<file path="src/rtl/updown_counter_param.sv">
// Parametrised up/down counter: wrap or saturate, clamped parallel load, boundary flags; optional prescaler via COUNTER_PRESCALE_EN.
// Latency: counter_out/bound_hit register one cycle after inputs are sampled; at_max/at_min decode counter_out combinationally.
// Backpressure: none, every input is accepted each cycle with priority rst > load > enable.
module updown_counter_param #(
  parameter int              WIDTH    = 8,
  parameter longint unsigned MAX_VAL  = (64'd1 << WIDTH) - 64'd1,
  parameter longint unsigned STEP     = 1,
  parameter int              SATURATE = 0,
  parameter int              PRESCALE = 4
) (
  input  logic             clk,
  input  logic             rst,
  input  logic             enable,
  input  logic             direction,
  input  logic             load,
  input  logic [WIDTH-1:0] load_value,
  output logic [WIDTH-1:0] counter_out,
  output logic             bound_hit,
  output logic             at_max,
  output logic             at_min
);

  if (WIDTH < 2 || WIDTH > 32 || MAX_VAL < 1 || MAX_VAL > ((64'd1 << WIDTH) - 64'd1) ||
      STEP < 1 || STEP > MAX_VAL || PRESCALE < 2 || PRESCALE > 256) begin : g_bad_param
    $error("updown_counter_param: illegal parameter combination");
  end

  localparam logic [WIDTH-1:0] MAX_W    = MAX_VAL[WIDTH-1:0];
  localparam logic [WIDTH-1:0] STEP_W   = STEP[WIDTH-1:0];
  // (MAX_VAL+1)-STEP: subtracting it wraps upward overflow, adding it wraps downward underflow.
  localparam logic [WIDTH-1:0] WRAP_ADJ = WIDTH'(MAX_VAL + 64'd1 - STEP);

  logic [WIDTH-1:0] cnt_q, cnt_d;
  logic             hit_q, hit_d;
  logic [WIDTH:0]   up_sum;
  logic             tick;

`ifdef COUNTER_PRESCALE_EN
  localparam int             PS_W    = $clog2(PRESCALE);
  localparam logic [PS_W-1:0] PS_LAST = PS_W'(PRESCALE - 1);

  logic [PS_W-1:0] ps_q, ps_d;

  always_comb begin
    ps_d = ps_q;
    tick = 1'b0;
    if (enable) begin
      if (ps_q == PS_LAST) begin
        ps_d = '0;
        tick = 1'b1;
      end else begin
        ps_d = ps_q + 1'b1;
      end
    end
  end

  always_ff @(posedge clk) begin
    if (rst || load) begin
      ps_q <= '0;
    end else begin
      ps_q <= ps_d;
    end
  end
`else
  assign tick = enable;
`endif

  always_comb begin
    up_sum = {1'b0, cnt_q} + {1'b0, STEP_W};
    cnt_d  = cnt_q;
    hit_d  = 1'b0;
    if (load) begin
      cnt_d = (load_value > MAX_W) ? MAX_W : load_value;
    end else if (tick) begin
      if (direction) begin
        if (up_sum > {1'b0, MAX_W}) begin
          hit_d = 1'b1;
          cnt_d = (SATURATE != 0) ? MAX_W : cnt_q - WRAP_ADJ;
        end else begin
          cnt_d = up_sum[WIDTH-1:0];
        end
      end else begin
        if (cnt_q < STEP_W) begin
          hit_d = 1'b1;
          cnt_d = (SATURATE != 0) ? '0 : cnt_q + WRAP_ADJ;
        end else begin
          cnt_d = cnt_q - STEP_W;
        end
      end
    end
  end

  always_ff @(posedge clk) begin
    if (rst) begin
      cnt_q <= '0;
      hit_q <= 1'b0;
    end else begin
      cnt_q <= cnt_d;
      hit_q <= hit_d;
    end
  end

  assign counter_out = cnt_q;
  assign bound_hit   = hit_q;
  assign at_max      = (cnt_q == MAX_W);
  assign at_min      = (cnt_q == '0);

endmodule
</file>
<file path="config.mk">
export PLATFORM = sky130hd
export DESIGN_NAME = updown_counter_param
export DESIGN_NICKNAME = d
export VERILOG_FILES = /design/src/rtl/updown_counter_param.sv
export SDC_FILE = /design/constraint.sdc
export NUM_CORES = 1
export LEC_CHECK = 0
export CELL_PAD_IN_SITES_DETAIL_PLACEMENT = 1
export CELL_PAD_IN_SITES_GLOBAL_PLACEMENT = 2
export CORE_MARGIN = 4
export CORE_UTILIZATION = 26
export DETAILED_ROUTE_END_ITERATION = 8
export GPL_ROUTABILITY_DRIVEN = 0
export PLACE_DENSITY_LB_ADDON = 0.1
export SYNTH_ARGS = -nofsm -noshare
export SYNTH_HDL_FRONTEND = slang
export SYNTH_SLANG_ARGS = --single-unit
export TNS_END_PERCENT = 20
</file>
<file path="constraint.sdc">
create_clock -name clk -period 2.1 [get_ports clk]
set_input_delay 0.63 -clock clk [delete_from_list [all_inputs] [get_ports clk]]
set_output_delay 0.63 -clock clk [all_outputs]
set_load 0.005 [all_outputs]
</file>
==> flow_summary.json, run 1 <==
{
  "final_hold_viol_count": 0,
  "grt_start_max_net_pins": 12,
  "critPathRequiredTime_ns": 1.47,
  "routed_wirelength_um": 2470,
  "critPathBufInv": 1,
  "setup_ws_ns": -0.0149,
  "p_sw_mw": 0.184,
  "min_path_type": "reg -> reg",
  "die_h_um": 63.0,
  "pwr-share-seq_pct": 35.8,
  "viasPerCell": 5.08,
  "fmax_mhz": 473,
  "powerDensity_mw_per_mm2": 469,
  "syn_inst": 96,
  "cts_root_buf": "clkbuf_4",
  "fin_skew_ns": 0.0116,
  "track_usage_pct": 13.1,
  "antenna_cells": 0,
  "finalCritPeriodShare_pct": 101,
  "core-area_sq_mm": 0.00283,
  "tightest_slew_ns": 0.363,
  "slew_headroom_pct": 75.6,
  "p_leak_nw": 0.464,
  "vias": 839,
  "portBuffers": 23,
  "utilization_pct": 42.6,
  "startpoint_type": "register",
  "crit_path_max_incr_delay_ns": 0.54,
  "place_inst": 161,
  "overflow": 0,
  "finalInstanceArea_sq_mm": 0.00121,
  "critPathMaxFanout": 2,
  "drtPass1Iterations": 4,
  "path_class": "reg -> out",
  "ys_types": 35,
  "rows": 19,
  "cts_buffers": 3,
  "insertion_delay_ns": 0.27,
  "p_clk_share_pct": 25.3,
  "tritoncts": "done",
  "final_cell_mix": "clkdlybuf4s50_1, buf_4, nor2_1",
  "period_needed_ns": 2.11,
  "area_growth_pct": 53.5,
  "fp.dieW_um": 63.0,
  "layout.cells.non_filler": 165,
  "ir_drop_mv": 0.220,
  "wl_per_cell_um": 14.9,
  "whs_ns": 0.654,
  "syn_nets": 113,
  "grt_pass1_vias": 876,
  "swShare_pct": 32.6,
  "die_area_sq_mm": 0.00397,
  "critPathCaptureType": "output pin",
  "grt_setup_unrepaired": "true",
  "failed_checks": "setup timing",
  "avgSynthCellArea_sq_um": 8.18,
  "final_common_cell": "clkdlybuf4s50_1",
  "start_util_pct": 27.8,
  "grt_first_pass_wirelength_um": 4150,
  "ys_seq_area_share_pct": 22.9,
  "synth-seq-cells": 9,
  "nNetsFinal": 152,
  "drc": 0,
  "fillers": 350,
  "maxCapViolations": 0,
  "outcome": "finished with violations",
  "place_hpwl_um": 1960,
  "io_pins": 24,
  "yosys_warnings": 0,
  "fin_tns_setup_ns": -0.0149,
  "setup_viol": 1,
  "netlist_area_sq_um": 786,
  "drt-initial-drc-count": 40,
  "antenna_found_initial": 0,
  "clkTransAtPathRegs_ns": 0.08,
  "dpl_cell_area_sq_mm": 0.00113,
  "drive_gt1_share_pct": 29.1,
  "path_cells": "or4_4 -> nor4b_2 -> buf_2",
  "slowest_stage": "or4_4",
  "post_cts_buffers": 0,
  "antenna_left": 0,
  "power.internal_mw": 0.381,
  "slew_viol_final": 0,
  "h-tree-depth": 1,
  "clockBufferDepth": 2,
  "combinationalPowerShare_pct": 38.9,
  "clock-sinks": 9,
  "critical_path.top_delay_family": "simple AND/OR/NAND/NOR gates",
  "arrival_ns": 1.48
}
## worst register-to-register path: cells and delay by family (launching register included)
kind	cells	cell delay (ns)
and+or+nand+nor	2	0.92
AOI/OAI and AO/OA	2	0.36
DFF	1	0.34
buffers and inverters	1	0.16
## path summary, 6_finish.rpt
| path | startpoint | to | slack [ns] | cells after the start |
|---|---|---|---|---|
| worst min register to register | counter_out[7]$_SDFFE_PP0P_ | counter_out[7]$_SDFFE_PP0P_ | 0.65 | 2 |
| worst max-delay path | counter_out[4]$_SDFFE_PP0P_ | at_min | -0.01 | 3 |
| worst min-delay path | counter_out[7]$_SDFFE_PP0P_ | counter_out[7]$_SDFFE_PP0P_ | 0.65 | 2 |
| worst max register to register | counter_out[0]$_SDFFE_PP0P_ | counter_out[5]$_SDFFE_PP0P_ | 0.21 | 5 |
## area by class of cell
class                   count  area, sq um  share of cell area [%]
multi-input cells          73          551                    45.6
flip-flops and latches      9          188                    15.6
repair buffers             41          377                    31.2
well taps                  31         38.8                    3.22
clock buffers               4         26.3                    2.18
inverters                   7         26.3                    2.18
## timing repair
action                     in CTS  in global routing
pin swaps                       3                  2
gates resized for setup        16                  5
setup endpoints to repair       2                  4
hold buffers                    0                  0
## synth_stat cells (all sizes together)
library cell	instances	share of area (%)
a2111oi	1	1.3
a211oi	4	4.5
a21oi	5	3.2
a31oi	1	0.80
and3	1	0.80
buf	7	7.8
dfxtp	9	23
ha	4	6.4
inv	7	3.3
mux2i	2	2.5
nand2	6	2.9
nand2b	3	2.7
nand3	6	3.8
nand3b	1	0.96
nand4	4	3.2
nor2	8	3.8
nor3	5	3.2
nor4	1	0.80
nor4b	1	1.1
o21ai	1	0.64
o311ai	1	1.1
o32ai	3	5.3
o41ai	1	1.1
or3	1	0.80
or4	3	3.8
or4b	1	1.3
xnor2	5	5.6
xor2	4	4.5
## power by group through the flow
stage	sequential [mW]	combinational, mW	clock [mW]
floorplan	0.206	0.108	0
global placement	0.201	0.211	0
detailed placement	0.203	0.210	0
CTS	0.202	0.214	0.149
global route	0.204	0.241	0.158
finish	0.203	0.220	0.143
## state kept, by name (all words and copies together), names as in the netlist
| register | count |
|---|---|
| bound_hit | 1 |
| counter_out | 8 |
## stage by stage
| step | power, mW | worst slack [ns] |
|---|---|---|
| final | 0.566 | -0.0149 |
| after global routing | 0.604 | -0.0713 |
| after CTS | 0.565 | -0.0418 |
| after detailed placement | 0.413 | -0.268 |
| after global placement | 0.412 | -0.259 |
| after floorplan | 0.314 | 0.141 |
## routing by layer
layer / vias up / wire (um) / track usage (%)
li1: 423 / - / -
met2: 15 / 1240 / 23.1
met1: 401 / 1130 / 16.0
met4: 0 / 0 / 3.31
met3: 0 / 89 / 2.88
met5: - / 0 / 0
## kinds of logic after synthesis
family,count (synthesis),synth area share (%)
simple gates,41,29.1
buf+inv,14,11.1
fa+ha+maj,4,6.37
xor+xnor,9,10.0
flops,9,22.9
compound gates,17,17.8
mux,2,2.55
No activity file was read; power rests on OpenSTA's default activity.
==> inputs of run 2 (changes only) <==
--- a/config.mk
+++ b/config.mk
@@ -15,4 +15,3 @@
 export SYNTH_ARGS = -nofsm -noshare
 export SYNTH_HDL_FRONTEND = slang
 export SYNTH_SLANG_ARGS = --single-unit
-export TNS_END_PERCENT = 20
==> flow_summary.json, run 2 (same netlist as run 1, synthesis figures left out) <==
{
  "drive_gt1_share_pct": 29.6,
  "slowest_stage": "or4_4",
  "fmax_mhz": 474,
  "wl_per_cell_um": 15.0,
  "slew_viol_final": 0,
  "place_hpwl_um": 1960,
  "cts_buffers": 3,
  "track_usage_pct": 13.1,
  "drc": 0,
  "drt-initial-drc-count": 35,
  "overflow": 0,
  "antenna_cells": 0,
  "tightest_slew_ns": 0.354,
  "ir_drop_mv": 0.222,
  "p_leak_nw": 0.468,
  "setup_ws_ns": -0.0105,
  "critPathCaptureType": "output pin",
  "drtPass1Iterations": 4,
  "fp.dieW_um": 63.0,
  "crit_path_max_incr_delay_ns": 0.53,
  "critPathMaxFanout": 2,
  "grt_pass1_vias": 876,
  "failed_checks": "setup timing",
  "final_cell_mix": "clkdlybuf4s50_1, buf_4, nor2_1",
  "clock-sinks": 9,
  "arrival_ns": 1.48,
  "path_cells": "or4_4 -> nor4b_2 -> buf_2",
  "routed_wirelength_um": 2490,
  "antenna_found_initial": 0,
  "clkTransAtPathRegs_ns": 0.08,
  "startpoint_type": "register",
  "layout.cells.non_filler": 166,
  "powerDensity_mw_per_mm2": 470,
  "rrSetupSlack_ns": 0.15,
  "reg2reg_from": "counter_out[0]$_SDFFE_PP0P_",
  "slew_headroom_pct": 76.2,
  "h-tree-depth": 1,
  "tritoncts": "done",
  "largest_register_ffs": 8,
  "grt_start_max_net_pins": 12,
  "clockBufferDepth": 2,
  "hp-start": "counter_out[7]$_SDFFE_PP0P_",
  "rows": 19,
  "area_growth_pct": 54.0,
  "maxCapViolations": 0,
  "start_util_pct": 27.8,
  "viasPerCell": 5.12,
  "die_h_um": 63.0,
  "portBuffers": 23,
  "nNetsFinal": 153,
  "core-area_sq_mm": 0.00283,
  "finalCritPeriodShare_pct": 100,
  "fin_tns_setup_ns": -0.0105,
  "setup_viol": 1,
  "grt_setup_unrepaired": "true",
  "startpoint": "counter_out[4]$_SDFFE_PP0P_",
  "insertion_delay_ns": 0.27,
  "place_inst": 161,
  "die_area_sq_mm": 0.00397,
  "final_common_cell": "clkdlybuf4s50_1",
  "min_path_type": "reg -> reg",
  "antenna_left": 0,
  "grt_first_pass_wirelength_um": 4150,
  "period_needed_ns": 2.11,
  "utilization_pct": 42.8,
  "path_class": "reg -> out",
  "vias": 850,
  "final_hold_viol_count": 0,
  "fin_skew_ns": 0.0120,
  "critPathRequiredTime_ns": 1.47,
  "io_pins": 24,
  "cts_root_buf": "clkbuf_4",
  "outcome": "finished with violations"
}
-- run 2: through the flow --
stage	setup slack, ns	area (sq um)	hold WS [ns]	power [mW]
3_3_place_gp	-0.259	1130	0.607	0.412
6_report	-0.0105	1210	0.653	0.568
3_5_place_dp	-0.268	1130	0.617	0.413
5_1_grt	-0.0686	1210	0.704	0.606
4_1_cts	-0.0418	1180	0.644	0.565
2_1_floorplan	0.141	786	0.573	0.314
-- run 2: final timing paths --
check | to | cells past startpoint
setup / recovery | at_min | 3
hold / removal | counter_out[7]$_SDFFE_PP0P_ | 2
setup reg to reg | counter_out[5]$_SDFFE_PP0P_ | 5
hold reg to reg | counter_out[7]$_SDFFE_PP0P_ | 2
-- run 2: routing by layer --
layer | track usage, % | vias up | routed length (um)
met1 | 16.0 | 410 | 1170
met2 | 23.1 | 15 | 1230
met4 | 3.31 | 0 | 0
li1 | - | 425 | -
met3 | 2.88 | 0 | 89
met5 | 0 | - | 0
-- run 2: report_power, final --
part,internal (mW),switching [mW]
clock,0.0734,0.0699
combinational,0.124,0.0989
sequential,0.186,0.0167
total,0.383,0.185
-- run 2: repair_timing --
item,in CTS,in global routing
endpoints found under the setup margin,2,4
gates resized for setup,16,4
hold buffers,0,0
buffers inserted,0,1
pin swaps,3,3
-- run 2: final cells by class --
class / count / area, sq um
Sequential cell: 9 / 188
Tap cell: 31 / 38.8
Fill cell: 350 / 1620
Clock buffer: 4 / 26.3
Inverter: 7 / 26.3
Timing Repair Buffer: 42 / 380
Multi-Input combinational cell: 73 / 551
-- run 2: critical path, delay by kind of cell (launching register included) --
kind	cells	cell delay (ns)
buffers and inverters	1	0.15
flip-flops	1	0.33
AND/OR/NAND/NOR	2	0.74
